**config.mk**
```make
export PLATFORM = sky130hd
export DESIGN_NAME = nal_unit_parser_flat
export DESIGN_NICKNAME = d
export VERILOG_FILES = /design/src/rtl/hevc_nal_pkg.sv /design/src/rtl/nal_unit_parser_if.sv /design/src/rtl/nal_ep_window.sv /design/src/rtl/nal_unit_parser.sv /design/src/flat_wrapper.sv
export SDC_FILE = /design/constraint.sdc
export NUM_CORES = 1
export LEC_CHECK = 0
export ABC_AREA = 0
export CORE_UTILIZATION = 45
export CTS_CLUSTER_SIZE = 25
export DETAILED_ROUTE_END_ITERATION = 10
export PLACE_DENSITY = 0.81
export REMOVE_ABC_BUFFERS = 1
export SKIP_LAST_GASP = 1
export SLEW_MARGIN = 30
export SYNTH_ARGS = -nofsm -noshare
export SYNTH_HDL_FRONTEND = slang
export SYNTH_SLANG_ARGS = --single-unit
```
**constraint.sdc**
```tcl
create_clock -name clk -period 2.8 [get_ports clk]
set_input_delay 0.28 -clock clk [delete_from_list [all_inputs] [get_ports clk]]
set_output_delay 0.28 -clock clk [all_outputs]
set_load 0.02 [all_outputs]
```
**src/rtl/hevc_nal_pkg.sv**
```systemverilog
// Shared types and constants for the HEVC Annex-B NAL unit parser.
package hevc_nal_pkg;

    typedef enum logic [2:0] {
        StSearch,
        StHdr0,
        StHdr1,
        StPayload,
        StFlush
    } nal_state_e;

    localparam logic [7:0] START_CODE_LSB = 8'h01;
    localparam logic [7:0] EP_BYTE        = 8'h03;

    localparam logic [5:0] NAL_VPS = 6'd32;
    localparam logic [5:0] NAL_SPS = 6'd33;
    localparam logic [5:0] NAL_PPS = 6'd34;
    localparam logic [5:0] NAL_AUD = 6'd35;

endpackage

```
**src/rtl/nal_unit_parser_if.sv**
```systemverilog
// Byte-stream input and RBSP/header output bundle of the NAL unit parser.
interface nal_unit_parser_if #(
    parameter int unsigned EP_CNT_W = 16
);
    logic [7:0]          din;
    logic                din_vld;
    logic                eos;
    logic                busy;
    logic [7:0]          rbsp_byte;
    logic                rbsp_vld;
    logic                nal_start;
    logic                hdr_vld;
    logic [5:0]          nal_type;
    logic [5:0]          layer_id;
    logic [2:0]          tid_plus1;
    logic                hdr_err;
    logic                nal_end;
    logic [EP_CNT_W-1:0] ep_cnt;

    // Bitstream loader side.
    modport master (
        output din, din_vld, eos,
        input  busy, rbsp_byte, rbsp_vld, nal_start, hdr_vld, nal_type, layer_id,
        input  tid_plus1, hdr_err, nal_end, ep_cnt
    );

    // Parser side.
    modport slave (
        input  din, din_vld, eos,
        output busy, rbsp_byte, rbsp_vld, nal_start, hdr_vld, nal_type, layer_id,
        output tid_plus1, hdr_err, nal_end, ep_cnt
    );
endinterface

```
**src/rtl/nal_ep_window.sv**
```systemverilog
// Zero-run tracking and 2-entry payload delay window. The delay lets trailing
// zeros that turn out to belong to a start code be discarded before emission.
module nal_ep_window (
    input  logic       clk,
    input  logic       rst_n,
    input  logic [7:0] byte_i,
    input  logic       byte_vld_i,
    input  logic       drop_i,
    input  logic       push_i,
    input  logic       pop_i,
    input  logic       discard_i,
    output logic [1:0] zcnt_o,
    output logic [1:0] cnt_o,
    output logic [7:0] emit_byte_o,
    output logic       emit_vld_o
);
    logic [1:0]      zcnt_q, zcnt_d;
    logic [1:0]      cnt_q, cnt_d;
    logic [1:0][7:0] win_q, win_d;  // entry 0 is the oldest
    logic [7:0]      emit_byte_q, emit_byte_d;
    logic            emit_vld_q, emit_vld_d;

    // Next-state: zero-run counter and window shift/emit.
    always_comb begin
        zcnt_d      = zcnt_q;
        cnt_d       = cnt_q;
        win_d       = win_q;
        emit_byte_d = emit_byte_q;
        emit_vld_d  = 1'b0;

        if (byte_vld_i) begin
            if (drop_i || byte_i != 8'h00) begin
                zcnt_d = 2'd0;
            end else if (zcnt_q != 2'd2) begin
                zcnt_d = zcnt_q + 2'd1;
            end
        end

        if (discard_i) begin
            cnt_d = 2'd0;
        end else if (push_i) begin
            if (cnt_q == 2'd2) begin
                emit_byte_d = win_q[0];
                emit_vld_d  = 1'b1;
                win_d[0]    = win_q[1];
                win_d[1]    = byte_i;
            end else begin
                win_d[cnt_q[0]] = byte_i;
                cnt_d           = cnt_q + 2'd1;
            end
        end else if (pop_i && cnt_q != 2'd0) begin
            emit_byte_d = win_q[0];
            emit_vld_d  = 1'b1;
            win_d[0]    = win_q[1];
            cnt_d       = cnt_q - 2'd1;
        end
    end

    // State registers with synchronous active-low reset.
    always_ff @(posedge clk) begin
        if (!rst_n) begin
            zcnt_q      <= 2'd0;
            cnt_q       <= 2'd0;
            win_q       <= '0;
            emit_byte_q <= 8'h00;
            emit_vld_q  <= 1'b0;
        end else begin
            zcnt_q      <= zcnt_d;
            cnt_q       <= cnt_d;
            win_q       <= win_d;
            emit_byte_q <= emit_byte_d;
            emit_vld_q  <= emit_vld_d;
        end
    end

    assign zcnt_o      = zcnt_q;
    assign cnt_o       = cnt_q;
    assign emit_byte_o = emit_byte_q;
    assign emit_vld_o  = emit_vld_q;
endmodule

```
**src/rtl/nal_unit_parser.sv**
```systemverilog
// HEVC Annex-B receiver: start-code detection, NAL header decode and
// emulation-prevention removal, emitting RBSP bytes and NAL framing pulses.
module nal_unit_parser
    import hevc_nal_pkg::*;
#(
    parameter int unsigned EP_CNT_W = 16
) (
    input  logic         clk,
    input  logic         rst_n,
    nal_unit_parser_if.slave bus
);
    nal_state_e          state_q, state_d;
    logic [7:0]          hdr0_q, hdr0_d;
    logic [5:0]          nal_type_q, nal_type_d;
    logic [5:0]          layer_id_q, layer_id_d;
    logic [2:0]          tid_q, tid_d;
    logic                hdr_err_q, hdr_err_d;
    logic                hdr_vld_q, hdr_vld_d;
    logic                nal_start_q, nal_start_d;
    logic                nal_end_q, nal_end_d;
    logic                busy_q, busy_d;
    logic [EP_CNT_W-1:0] ep_cnt_q, ep_cnt_d;

    logic       push, drop, pop, discard, start_code;
    logic [1:0] zcnt, win_cnt;

    nal_ep_window u_window (
        .clk         (clk),
        .rst_n       (rst_n),
        .byte_i      (bus.din),
        .byte_vld_i  (bus.din_vld && state_q != StFlush),
        .drop_i      (drop),
        .push_i      (push),
        .pop_i       (pop),
        .discard_i   (discard),
        .zcnt_o      (zcnt),
        .cnt_o       (win_cnt),
        .emit_byte_o (bus.rbsp_byte),
        .emit_vld_o  (bus.rbsp_vld)
    );

    assign start_code = bus.din_vld && (bus.din == START_CODE_LSB) && (zcnt == 2'd2) &&
                        (state_q != StFlush);

    // FSM next-state, header capture, window controls and pulse outputs.
    always_comb begin
        state_d     = state_q;
        hdr0_d      = hdr0_q;
        nal_type_d  = nal_type_q;
        layer_id_d  = layer_id_q;
        tid_d       = tid_q;
        hdr_err_d   = hdr_err_q;
        hdr_vld_d   = 1'b0;
        nal_start_d = 1'b0;
        nal_end_d   = 1'b0;
        ep_cnt_d    = ep_cnt_q;
        push        = 1'b0;
        drop        = 1'b0;
        pop         = 1'b0;
        discard     = 1'b0;

        if (start_code) begin
            // Window holds only start-code zeros at this point.
            nal_end_d   = (state_q == StPayload);
            discard     = 1'b1;
            nal_start_d = 1'b1;
            ep_cnt_d    = '0;
            state_d     = StHdr0;
        end else begin
            case (state_q)
                StSearch: ;
                StHdr0: begin
                    if (bus.din_vld) begin
                        hdr0_d  = bus.din;
                        state_d = StHdr1;
                    end
                end
                StHdr1: begin
                    if (bus.din_vld) begin
                        nal_type_d = hdr0_q[6:1];
                        layer_id_d = {hdr0_q[0], bus.din[7:3]};
                        tid_d      = bus.din[2:0];
                        hdr_err_d  = hdr0_q[7] | (bus.din[2:0] == 3'd0);
                        hdr_vld_d  = 1'b1;
                        discard    = 1'b1;
                        state_d    = StPayload;
                    end
                end
                StPayload: begin
                    if (bus.din_vld) begin
                        if (bus.din == EP_BYTE && zcnt == 2'd2) begin
                            drop = 1'b1;
                            if (ep_cnt_q != '1) begin
                                ep_cnt_d = ep_cnt_q + 1'b1;
                            end
                        end else if (bus.din == 8'h00 && zcnt == 2'd2) begin
                            discard   = 1'b1;
                            nal_end_d = 1'b1;
                            state_d   = StSearch;
                        end else begin
                            push = 1'b1;
                        end
                    end
                end
                StFlush: begin
                    // Entries beyond the trailing zero run are real payload.
                    if (win_cnt > zcnt) begin
                        pop = 1'b1;
                    end else begin
                        nal_end_d = 1'b1;
                        discard   = 1'b1;
                        state_d   = StSearch;
                    end
                end
                default: state_d = StSearch;
            endcase
        end

        // eos acts after any same-cycle byte has been processed.
        if (bus.eos) begin
            if (state_q == StPayload && state_d == StPayload) begin
                state_d = StFlush;
            end else if (!start_code && (state_q == StHdr0 || state_q == StHdr1)) begin
                state_d   = StSearch;
                hdr_vld_d = 1'b0;
            end
        end

        busy_d = (state_d == StFlush);
    end

    // State and output registers with synchronous active-low reset.
    always_ff @(posedge clk) begin
        if (!rst_n) begin
            state_q     <= StSearch;
            hdr0_q      <= 8'h00;
            nal_type_q  <= 6'd0;
            layer_id_q  <= 6'd0;
            tid_q       <= 3'd0;
            hdr_err_q   <= 1'b0;
            hdr_vld_q   <= 1'b0;
            nal_start_q <= 1'b0;
            nal_end_q   <= 1'b0;
            busy_q      <= 1'b0;
            ep_cnt_q    <= '0;
        end else begin
            state_q     <= state_d;
            hdr0_q      <= hdr0_d;
            nal_type_q  <= nal_type_d;
            layer_id_q  <= layer_id_d;
            tid_q       <= tid_d;
            hdr_err_q   <= hdr_err_d;
            hdr_vld_q   <= hdr_vld_d;
            nal_start_q <= nal_start_d;
            nal_end_q   <= nal_end_d;
            busy_q      <= busy_d;
            ep_cnt_q    <= ep_cnt_d;
        end
    end

    assign bus.busy      = busy_q;
    assign bus.nal_start = nal_start_q;
    assign bus.hdr_vld   = hdr_vld_q;
    assign bus.nal_type  = nal_type_q;
    assign bus.layer_id  = layer_id_q;
    assign bus.tid_plus1 = tid_q;
    assign bus.hdr_err   = hdr_err_q;
    assign bus.nal_end   = nal_end_q;
    assign bus.ep_cnt    = ep_cnt_q;
endmodule

```
**src/flat_wrapper.sv**
```systemverilog
// flat-port wrapper written by rule: the top's interface ports become plain ports
module nal_unit_parser_flat import hevc_nal_pkg::*;
#(
    parameter int unsigned EP_CNT_W = 16
)
  (clk, rst_n, bus_din, bus_din_vld, bus_eos, bus_busy, bus_rbsp_byte, bus_rbsp_vld, bus_nal_start, bus_hdr_vld, bus_nal_type, bus_layer_id, bus_tid_plus1, bus_hdr_err, bus_nal_end, bus_ep_cnt);
  nal_unit_parser_if #(.EP_CNT_W(EP_CNT_W)) bus_i ();
  input  logic clk;
  input  logic rst_n;
  input wire logic [$bits(bus_i.din)-1:0] bus_din;
  input wire logic [$bits(bus_i.din_vld)-1:0] bus_din_vld;
  input wire logic [$bits(bus_i.eos)-1:0] bus_eos;
  output wire logic [$bits(bus_i.busy)-1:0] bus_busy;
  output wire logic [$bits(bus_i.rbsp_byte)-1:0] bus_rbsp_byte;
  output wire logic [$bits(bus_i.rbsp_vld)-1:0] bus_rbsp_vld;
  output wire logic [$bits(bus_i.nal_start)-1:0] bus_nal_start;
  output wire logic [$bits(bus_i.hdr_vld)-1:0] bus_hdr_vld;
  output wire logic [$bits(bus_i.nal_type)-1:0] bus_nal_type;
  output wire logic [$bits(bus_i.layer_id)-1:0] bus_layer_id;
  output wire logic [$bits(bus_i.tid_plus1)-1:0] bus_tid_plus1;
  output wire logic [$bits(bus_i.hdr_err)-1:0] bus_hdr_err;
  output wire logic [$bits(bus_i.nal_end)-1:0] bus_nal_end;
  output wire logic [$bits(bus_i.ep_cnt)-1:0] bus_ep_cnt;
  assign bus_i.din = bus_din;
  assign bus_i.din_vld = bus_din_vld;
  assign bus_i.eos = bus_eos;
  assign bus_busy = bus_i.busy;
  assign bus_rbsp_byte = bus_i.rbsp_byte;
  assign bus_rbsp_vld = bus_i.rbsp_vld;
  assign bus_nal_start = bus_i.nal_start;
  assign bus_hdr_vld = bus_i.hdr_vld;
  assign bus_nal_type = bus_i.nal_type;
  assign bus_layer_id = bus_i.layer_id;
  assign bus_tid_plus1 = bus_i.tid_plus1;
  assign bus_hdr_err = bus_i.hdr_err;
  assign bus_nal_end = bus_i.nal_end;
  assign bus_ep_cnt = bus_i.ep_cnt;
  nal_unit_parser #(.EP_CNT_W(EP_CNT_W)) u_core (.clk(clk), .rst_n(rst_n), .bus(bus_i));
endmodule
```
After elaboration in Yosys (flattened, before gate mapping)

Index checks and enable logic that the tools add are counted.

$add $sub $neg: 4
Magnitude comparators: 3
Eq/ne operators: 15
Muxes and demuxes: 55
Bitwise operators: 4
Reduce and logical (&&, ||, !) cells: 30

Operators with widths:

| operator                | count |
|---|---|
| $mux W8                 | 6 |
| $mux W3                 | 10 |
| $mux W1                 | 28 |
| $add A16 B1 Y16 const B | 1 |
| $bwmux W16              | 1 |
| $mux W16                | 1 |
| $ne A16 B16 Y1 const B  | 1 |
| $pmux W3 S5             | 1 |
| $logic_and A1 B1 Y1     | 10 |
| $mux W2                 | 5 |
| $eq A3 B2 Y1 const B    | 3 |
| $reduce_and A3 Y1       | 3 |
| $demux W8 S1            | 1 |
| $eq A8 B1 Y1 const B    | 1 |
| $eq A8 B2 Y1 const B    | 1 |
| $logic_not A8 Y1        | 1 |
| $reduce_and A2 Y1       | 4 |
| $reduce_bool A8 Y1      | 1 |
| $eq A3 B3 Y1 const B    | 2 |
| $logic_not A3 Y1        | 2 |
| $ne A2 B2 Y1 const B    | 3 |
| $reduce_bool A2 Y1      | 3 |
| $add A2 B1 Y2 const B   | 2 |
| $eq A2 B2 Y1 const B    | 2 |
| other kinds (14)        | 18 |

Bits in registers: 76
Bits of input ports: 12
Output and inout bits: 45
Logic and storage cells: 128

Longest topological paths before layout

Gate-level depths: netlist of run 1.

Word-level depth: 12
Gate-level depth with buffers: 9
Mapped depth without buffers: 7

Cells and area by module

Synthesis of run 1 repeated with hierarchy kept, for this count alone.

Cells, all modules: 383
Area total of the unflattened synthesis: 3449.6 µm²

By module, submodules not included:

| module          | times used | cells an instance | area each (µm²) | seq. area each (µm²) |
|---|---|---|---|---|
| nal_unit_parser | 1          | 253               | 2205.9          | 940.9 |
| nal_ep_window   | 1          | 130               | 1243.7          | 580.6 |

Worst setup path after synthesis of run 1

OpenSTA, ideal clock, no wires.

Path type: register to register
Start point: reg u_core.u_window.cnt_q[0], in the netlist u_core.u_window.cnt_o[0]
End point: reg u_core.u_window.win_q[1] (netlist name)
Setup time: 0.135 ns
Arrival time: 1.990 ns
Data required time: 2.665 ns
Setup slack: 0.675 ns
Cell stages (with the launch flop): 9
Path buffers: 1
Clock period less this slack: 2.125 ns
Cells stage by stage: dfxtp_1 > clkbuf_1 > inv_1 > ha_1 > nand2_1 > o211ai_1 > or2_2 > a2111oi_0 > nor4_1

Cells in the longest elaborated chain, start to end: 7
Elaborated cells on any way between the ends: 21
Classes of those cells: 3 x order compare; 1 x eq/ne; 11 x mux; 1 x bitwise; 5 x reduce/logical

RTL lines:

| element                                                                     | line                                        | text |
|---|---|---|
| start: declaration                                                          | nal_ep_window.sv:18                         | `logic [1:0] cnt_q, cnt_d;` |
| start signal: assignment                                                    | nal_ep_window.sv:69                         | `cnt_q <= cnt_d;` |
| $lt A1 B2 Y1 (not written as such), or another cell as far along            | nal_ep_window.sv:48                         | `win_d[cnt_q[0]] = byte_i;` |
| $logic_and A1 B1 Y1 (not written as such) / $mux W1 (equally long branches) | nal_ep_window.sv:48, nal_unit_parser.sv:107 |  |
| $mux W8 (not written as such) / $mux W1 (equally long branches)             | nal_ep_window.sv:48, nal_unit_parser.sv:70  |  |
| $demux W8 S1 / $mux W1 (equally long branches)                              | nal_ep_window.sv:48, nal_unit_parser.sv:62  |  |
| $bwmux W16 / $logic_and A1 B1 Y1 (equally long branches)                    | nal_ep_window.sv:48, nal_ep_window.sv:51    |  |
| $mux W16 / $reduce_bool A2 Y1 (equally long branches)                       | -                                           |  |
| $mux W8 / $reduce_and A2 Y1 (equally long branches)                         | -                                           |  |
| end signal: assignment                                                      | nal_ep_window.sv:70                         | `win_q <= win_d;` |
| end: declaration                                                            | nal_ep_window.sv:19                         | `logic [1:0][7:0] win_q, win_d;` |

Parallel ways exist; a longest one is shown, timed or not.
A chain may end at the register's enable or synchronous reset.

Worst setup path in the final report of run 1

Start point: reg u_core.u_window.zcnt_q[0], in the netlist u_core.u_window.zcnt_o[0]
End point: reg u_core.u_window.win_q[1] (netlist name)

Cells in the longest elaborated chain, start to end: 9
Elaborated cells on any way between the ends: 25
Classes of those cells: 1 x order compare; 1 x eq/ne; 15 x mux; 1 x bitwise; 7 x reduce/logical

RTL lines:

| element                                                           | line                                                                | text |
|---|---|---|
| start: declaration                                                | nal_ep_window.sv:17                                                 | `logic [1:0] zcnt_q, zcnt_d;` |
| start signal: assignment                                          | nal_ep_window.sv:68                                                 | `zcnt_q <= zcnt_d;` |
| $eq A2 B2 Y1                                                      | nal_unit_parser.sv:42, nal_unit_parser.sv:91, nal_unit_parser.sv:96 |  |
| $logic_and A1 B1 Y1                                               | nal_unit_parser.sv:96                                               | `end else if (bus.din == 8'h00 && zcnt == 2'd2) begin` |
| $mux W1                                                           | nal_unit_parser.sv:96                                               |  |
| $mux W1                                                           | nal_unit_parser.sv:91                                               | `if (bus.din == EP_BYTE && zcnt == 2'd2) begin` |
| $mux W1                                                           | nal_unit_parser.sv:90                                               | `if (bus.din_vld) begin` |
| $pmux W1 S3 / $mux W1 (equally long branches)                     | nal_unit_parser.sv:70                                               | `case (state_q)` |
| $mux W1                                                           | nal_unit_parser.sv:62                                               | `if (start_code) begin` |
| $not A1 Y1 (no line) / $reduce_bool A2 Y1 (equally long branches) | -                                                                   |  |
| $reduce_and A2 Y1 (no line)                                       | -                                                                   |  |

Parallel ways exist; a longest one is shown, timed or not.

==> flow_summary.json, run 1 <==
{
  "cts_buffer_depth": 2,
  "worst_pin_slew_ps": 680.3,
  "synth_xor_area_frac": 0.03149,
  "cap_violations": 0,
  "peakVddDrop_mv": 0.3657,
  "slew_violations": 0,
  "grt_max_degree": 65,
  "die_h_um": 91.64,
  "yosysSeqAreaShare": 0.4208,
  "cts.sinks": 76,
  "finalWirelength_mm": 8.079,
  "layout.cells.non_filler": 561,
  "gr-total-overflow": 0,
  "power_frac_clock": 0.411,
  "power.density_nw_per_um2": 438.1,
  "antenna_found_initial": 0,
  "grt_pass1_vias": 2914,
  "synth_edf_count": 0,
  "grt_use_total": 0.2045,
  "cts_tree": "done",
  "synth-compound-area-share": 0.1363,
  "post-route-min-period_ps": 2427,
  "cp.required_ps": 3070,
  "hold_depth": 2,
  "synthAdderAreaFrac": 0.01384,
  "p_sw_frac": 0.2290,
  "start_util": 0.4655,
  "synthMuxAreaShare": 0.1138,
  "ys_top_cells_by_count": "dfxtp_1, mux2i_1, nor2b_1",
  "dr.first_iter.drc_count": 192,
  "arrival_ps": 2690,
  "ys_warn_count": 0,
  "root_buffer": "clkbuf_8",
  "cp-end-kind": "flop",
  "htree_levels": 3,
  "cts_buffers": 9,
  "nets": 471,
  "p_sw_mw": 0.4531,
  "vias_per_cell": 5.494,
  "rows": 32,
  "post_dp_cell_area_um2": 4328,
  "status": "completed",
  "grt_pass1_wl_mm": 13.81,
  "final.period_utilization": 0.8669,
  "wl_per_cell_um": 14.40,
  "slew_headroom": 0.5348,
  "fmax_mhz": 412.0,
  "ctsResizeCount": 0,
  "ff2ff_path_depth": 7,
  "route.vias.total": 3082,
  "p_comb_frac": 0.044,
  "ys_ff_latch": 76,
  "numPortBuffers": 56,
  "power_frac_seq": 0.546,
  "gp_congestion": 0.8760,
  "synth-main-ff-cell": "dfxtp_1",
  "diodes": 0,
  "netlist_area_um2": 3616,
  "cts_hold_buffers": 0,
  "grt_setup_unrepaired": "no",
  "cp-start-kind": "flop",
  "finalHoldViolCount": 0,
  "drive_gt1_frac": 0.08932,
  "drc": 0,
  "postLayoutCellArea_um2": 4517,
  "layout-area-overhead-vs-synth_pct": 24.91,
  "ff2ff_setup_slack_ps": 370,
  "synth_cell_type_count": 55,
  "p_int_mw": 1.526,
  "synth_top_area_share": 0.4208,
  "first_pass_iters": 4,
  "synth_most_common_cell": "dfxtp_1",
  "async_reset_ff_frac": 0,
  "synth_top_area_cell": "dfxtp_1",
  "yosys.area_share.simple": 0.2478,
  "synth_top_family_by_area": "simple AND/OR/NAND/NOR gates",
  "finalClockSkew_ps": 12.88,
  "die_w_um": 91.64,
  "p_leak_nw": 1.597,
  "die_area_um2": 8398,
  "synth_area_leaders": "dfxtp_1, mux2i_1, nor2b_1",
  "finalSetupViolCount": 0,
  "min_path_type": "reg -> reg",
  "clkLatencyLatePin_ps": 360,
  "cp_max_fo": 7,
  "post_cts_buffers": 0,
  "dp_hpwl_mm": 5.797,
  "io_pins": 57,
  "core_area_um2": 7767,
  "syn_area_per_cell_um2": 9.224,
  "dp.cells": 546,
  "synthCells": 392,
  "path_clk_slew_ps": 80,
  "finalSetupTns_ps": 0,
  "postRouteAntennaNets": 0,
  "crit_type": "reg -> reg"
}
-- flip-flops by register name (all words and copies together) (netlist names) --
signal and cells:
u_core.hdr0_q 8, u_core.bus.ep_cnt 16, u_core.bus.hdr_vld 1, u_core.u_window.emit_byte_o 8, u_core.u_window.cnt_o 2, u_core.bus.busy 1
u_core.state_q 3, u_core.bus.tid_plus1 3, u_core.bus.layer_id 6, u_core.u_window.win_q 16, u_core.u_window.emit_vld_o 1, u_core.bus.nal_type 6
u_core.u_window.zcnt_o 2, u_core.bus.nal_start 1, u_core.bus.nal_end 1, u_core.bus.hdr_err 1
-- worst paths after layout --
check | startpoint | end
setup / recovery | u_core.u_window.zcnt_o[0]$_SDFFE_PN0P_ | u_core.u_window.win_q[1]$_SDFFE_PN0P_
hold / removal | u_core.hdr0_q[0]$_SDFFE_PN0P_ | u_core.hdr0_q[0]$_SDFFE_PN0P_
setup reg to reg | u_core.u_window.zcnt_o[0]$_SDFFE_PN0P_ | u_core.u_window.win_q[1]$_SDFFE_PN0P_
hold reg to reg | u_core.hdr0_q[0]$_SDFFE_PN0P_ | u_core.hdr0_q[0]$_SDFFE_PN0P_
-- worst max-delay path: stages, from the launching register on --
cell and delay, ps:
dfxtp_1 400, inv_1 60, ha_1 250, nor3b_1 190
and2_1 280, a2111oi_0 690, a2111oi_0 170, nor4_1 290
-- stage by stage --
step	setup WS, ps	total power, mW	hold slack [ps]	util
2_1_floorplan	110.3	1.135	397.7	-
3_3_place_gp	271.1	1.190	435.5	0.5572
3_5_place_dp	149.9	1.191	441.3	0.5572
4_1_cts	420.3	1.995	453.3	0.5815
5_1_grt	28.83	2.052	481.5	0.5815
6_report	372.7	1.979	448.8	0.5815
-- power by group through the flow --
stage	Clock, mW	Sequential [mW]	Combinational (mW)
after floorplan	0	1.11	0.0299
after global placement	0	1.11	0.0843
after detailed placement	0	1.11	0.0856
after CTS	0.829	1.08	0.0861
after global routing	0.878	1.08	0.0944
final	0.812	1.08	0.0866
-- final cells by class --
cell class,instances,area (um2)
fill,690,3251
inverter,9,33.78
clock buffer,9,123.9
clock inverter,6,65.06
sequential,76,1521
tap,102,127.6
timing repair buffer,72,680.7
multi-input combinational,287,1964
-- logic make-up after synthesis --
kind of cell	Yosys count
simple gates	161
flops	76
compound gates	68
mux	41
buf+inv	29
xor+xnor	13
fa+ha+maj	4
-- cell usage in the layout, fill, tap and decap left out, types with 3 or more instances in the layout --
cell type and n:
xor2_1 4, a22oi_1 6, buf_4 16, clkbuf_8 9
nand2b_1 3, and3_1 5, nor4_1 8, nor4b_1 3
mux2i_1 40, dfxtp_1 76, nand2_1 28, nor3b_1 3
a21oi_1 7, xnor2_1 9, a211oi_1 10, clkdlybuf4s50_1 56
a21boi_0 3, inv_1 9, ha_1 4, and2_1 4
a2111oi_0 3, nor3_1 15, nor2b_1 35, o21ai_0 17
nor2_1 25, nand4_1 8, o211ai_1 3, nand3_1 10
-- routing by layer --
metal | up-vias | part of all wire | track usage
met5 | - | 0 | 0
met1 | 1451 | 0.47 | 0.2620
met3 | 12 | 0.042 | 0.04063
met2 | 77 | 0.47 | 0.3321
li1 | 1542 | - | -
met4 | 0 | 0.018 | 0.09259
(Power assumes the default switching activity.)
==> inputs of run 2 (changes only) <==
--- a/config.mk
+++ b/config.mk
@@ -9,10 +9,12 @@
 export CORE_UTILIZATION = 45
 export CTS_CLUSTER_SIZE = 25
 export DETAILED_ROUTE_END_ITERATION = 10
+export GPL_ROUTABILITY_DRIVEN = 0
 export PLACE_DENSITY = 0.81
 export REMOVE_ABC_BUFFERS = 1
 export SKIP_LAST_GASP = 1
 export SLEW_MARGIN = 30
 export SYNTH_ARGS = -nofsm -noshare
 export SYNTH_HDL_FRONTEND = slang
+export SYNTH_HIERARCHICAL = 1
 export SYNTH_SLANG_ARGS = --single-unit
==> run 2 against run 1 <==
Compared with the run above:
- clock skew down 0.63 ps
- setup slack worse by 150 ps
- routed wire length down 0.38%
- critical endpoint is now u_core/u_window/emit_byte_o[1]$_SDFFE_PN0P_
- highest routed layer unchanged
==> flow_summary.json, run 2 <==
{
  "start_util": 0.4706,
  "seq_area_um2": 1521,
  "grt_use_total": 0.2044,
  "gr-total-overflow": 0,
  "dp.cells": 541,
  "antenna_found_initial": 0,
  "finalSetupTns_ps": 0,
  "whs_ps": 456.7,
  "multi_input_area_um2": 1775,
  "synthCells": 383,
  "status": "completed",
  "p_int_mw": 1.551,
  "grt_pass1_vias": 2740,
  "grt_pass1_wl_mm": 12.54,
  "dp_hpwl_mm": 5.682,
  "power_frac_clock": 0.428,
  "synth_most_common_cell": "dfxtp_1",
  "post-route-min-period_ps": 2581,
  "netlist_area_um2": 3450,
  "ys_warn_count": 6,
  "grt_max_degree": 29,
  "io_pins": 57,
  "drc": 0,
  "cts_buffers": 9,
  "p_sw_mw": 0.4740,
  "synth_edf_count": 0,
  "path_clk_slew_ps": 90,
  "synth_top_area_cell": "dfxtp_1",
  "grt_util_met1": 0.2581,
  "nets": 469,
  "slew_headroom": 0.6099,
  "cap_violations": 0,
  "ys_ff_latch": 76,
  "finalSetupViolCount": 0,
  "post_dp_cell_area_um2": 4165,
  "cp.required_ps": 3030,
  "synth_top_area_share": 0.4411,
  "synth_area_leaders": "dfxtp_1, nor2_1, a21oi_1",
  "cts_hold_buffers": 0,
  "worst_pin_slew_ps": 581.2,
  "cts.sinks": 76,
  "numPortBuffers": 56,
  "synth-main-ff-cell": "dfxtp_1",
  "first_pass_iters": 5,
  "route.vias.total": 3053,
  "vias_per_cell": 5.481,
  "cp-end-kind": "flop",
  "crit_type": "reg -> reg",
  "rows": 31,
  "power_frac_seq": 0.533,
  "wl_per_cell_um": 14.45,
  "slew_violations": 0,
  "async_reset_ff_frac": 0,
  "p_sw_frac": 0.2340,
  "die_area_um2": 8020,
  "cp-start-kind": "flop",
  "core_area_um2": 7331,
  "finalWirelength_mm": 8.048,
  "diodes": 0,
  "p_comb_frac": 0.039,
  "power.density_nw_per_um2": 462.4,
  "root_buffer": "clkbuf_8",
  "synth_cell_type_count": 58,
  "die_w_um": 89.56,
  "grt_setup_unrepaired": "no",
  "peakVddDrop_mv": 0.3059,
  "mostFrequentLayoutCell": "dfxtp_1",
  "layout-area-overhead-vs-synth_pct": 26.99,
  "ys_top_cells_by_count": "dfxtp_1, nor2_1, nand2_1",
  "syn_area_per_cell_um2": 9.007,
  "arrival_ps": 2810,
  "layout.cells.non_filler": 557,
  "p_leak_nw": 1.461,
  "clkLatencyLatePin_ps": 350,
  "yosysSeqAreaShare": 0.4411,
  "ctsResizeCount": 0,
  "final.period_utilization": 0.9219,
  "cp_max_fo": 11,
  "fmax_mhz": 387.4,
  "postRouteAntennaNets": 0,
  "layout_common_cells": "dfxtp_1, clkdlybuf4s50_1, nor2_1, nand2_1, a21oi_1",
  "dr.first_iter.drc_count": 188,
  "post_cts_buffers": 0,
  "htree_levels": 3,
  "finalHoldViolCount": 0,
  "min_path_type": "reg -> reg",
  "finalClockSkew_ps": 12.24,
  "drive_gt1_frac": 0.1376,
  "cts_tree": "done",
  "use_met2": 0.3423,
  "postLayoutCellArea_um2": 4380,
  "fillers": 592,
  "cts_buffer_depth": 2,
  "met3_usage": 0.04155,
  "die_h_um": 89.56,
  "top_usage_layer": "met2"
}
[run 2: changes by cell type after synthesis, moves of 6 or more]
cell,change
nor2_1,+24
a21oi_1,+25
xnor2_1,+6
nand2_1,+8
nand3_1,+17
o21ai_0,-11
mux2i_1,-24
nor2b_1,-34
clkbuf_1,-9
[run 2: cell families after synthesis]
| kind of cell | after synthesis | synth area share |
|---|---|---|
| adder cells (fa/ha/maj) | 4 | 0.01451 |
| multiplexers | 17 | 0.04969 |
| AO/OA/AOI/OAI | 69 | 0.1230 |
| buffers and inverters | 29 | 0.04643 |
| XOR/XNOR | 15 | 0.03809 |
| AND/OR/NAND/NOR | 173 | 0.2873 |
| flip-flops | 76 | 0.4411 |
[run 2: path summary, 6_finish.rpt]
path,startpoint,endpoint,slack (ps),cells past startpoint
worst max-delay path,u_core/u_window/cnt_o[0]$_SDFFE_PP0P_,u_core/u_window/emit_byte_o[1]$_SDFFE_PN0P_,220,10
worst min-delay path,u_core/bus.nal_type[4]$_SDFFE_PN0P_,u_core/bus.nal_type[4]$_SDFFE_PN0P_,460,2
worst max register to register,u_core/u_window/cnt_o[0]$_SDFFE_PP0P_,u_core/u_window/emit_byte_o[1]$_SDFFE_PN0P_,220,10
worst min register to register,u_core/bus.nal_type[4]$_SDFFE_PN0P_,u_core/bus.nal_type[4]$_SDFFE_PN0P_,460,2
[run 2: critical path: stages, from the launching register on]
cell	delay [ps]
dfxtp_1	560
inv_1	80
ha_1	290
nand2_1	60
o21ai_0	150
a21oi_1	170
o21ai_0	140
a21o_1	260
nor3_4	470
mux2i_1	240
nor2_1	50
[run 2: power groups by stage]
stage | Combinational (mW) | Sequential (mW) | Clock [mW]
5_1_grt | 0.0824 | 1.08 | 0.939
3_3_place_gp | 0.0759 | 1.11 | 0
3_5_place_dp | 0.0767 | 1.11 | 0
2_1_floorplan | 0.0226 | 1.11 | 0
4_1_cts | 0.0775 | 1.08 | 0.884
6_report | 0.0784 | 1.08 | 0.867
[run 2: area by class of cell]
type | count | area share
Clock inverter | 6 | 0.01600
Tap cell | 99 | 0.02828
Multi-Input combinational cell | 278 | 0.4053
Timing Repair Buffer | 75 | 0.1605
Inverter | 13 | 0.01114
Clock buffer | 10 | 0.03142
Sequential cell | 76 | 0.3473
[run 2: routing by layer]
metal / vias to the layer above / part of all wire
met5: - / 0
met4: 0 / 0.015
met3: 11 / 0.045
met2: 97 / 0.50
met1: 1439 / 0.44
li1: 1506 / -
[run 2: metrics by stage]
stage	worst slack, ps	power [mW]	util
2_1_floorplan	438.4	1.128	-
3_3_place_gp	274.9	1.181	0.5682
3_5_place_dp	58.93	1.182	0.5682
4_1_cts	124.8	2.041	0.5965
5_1_grt	14.24	2.101	0.5975
6_report	218.6	2.025	0.5975
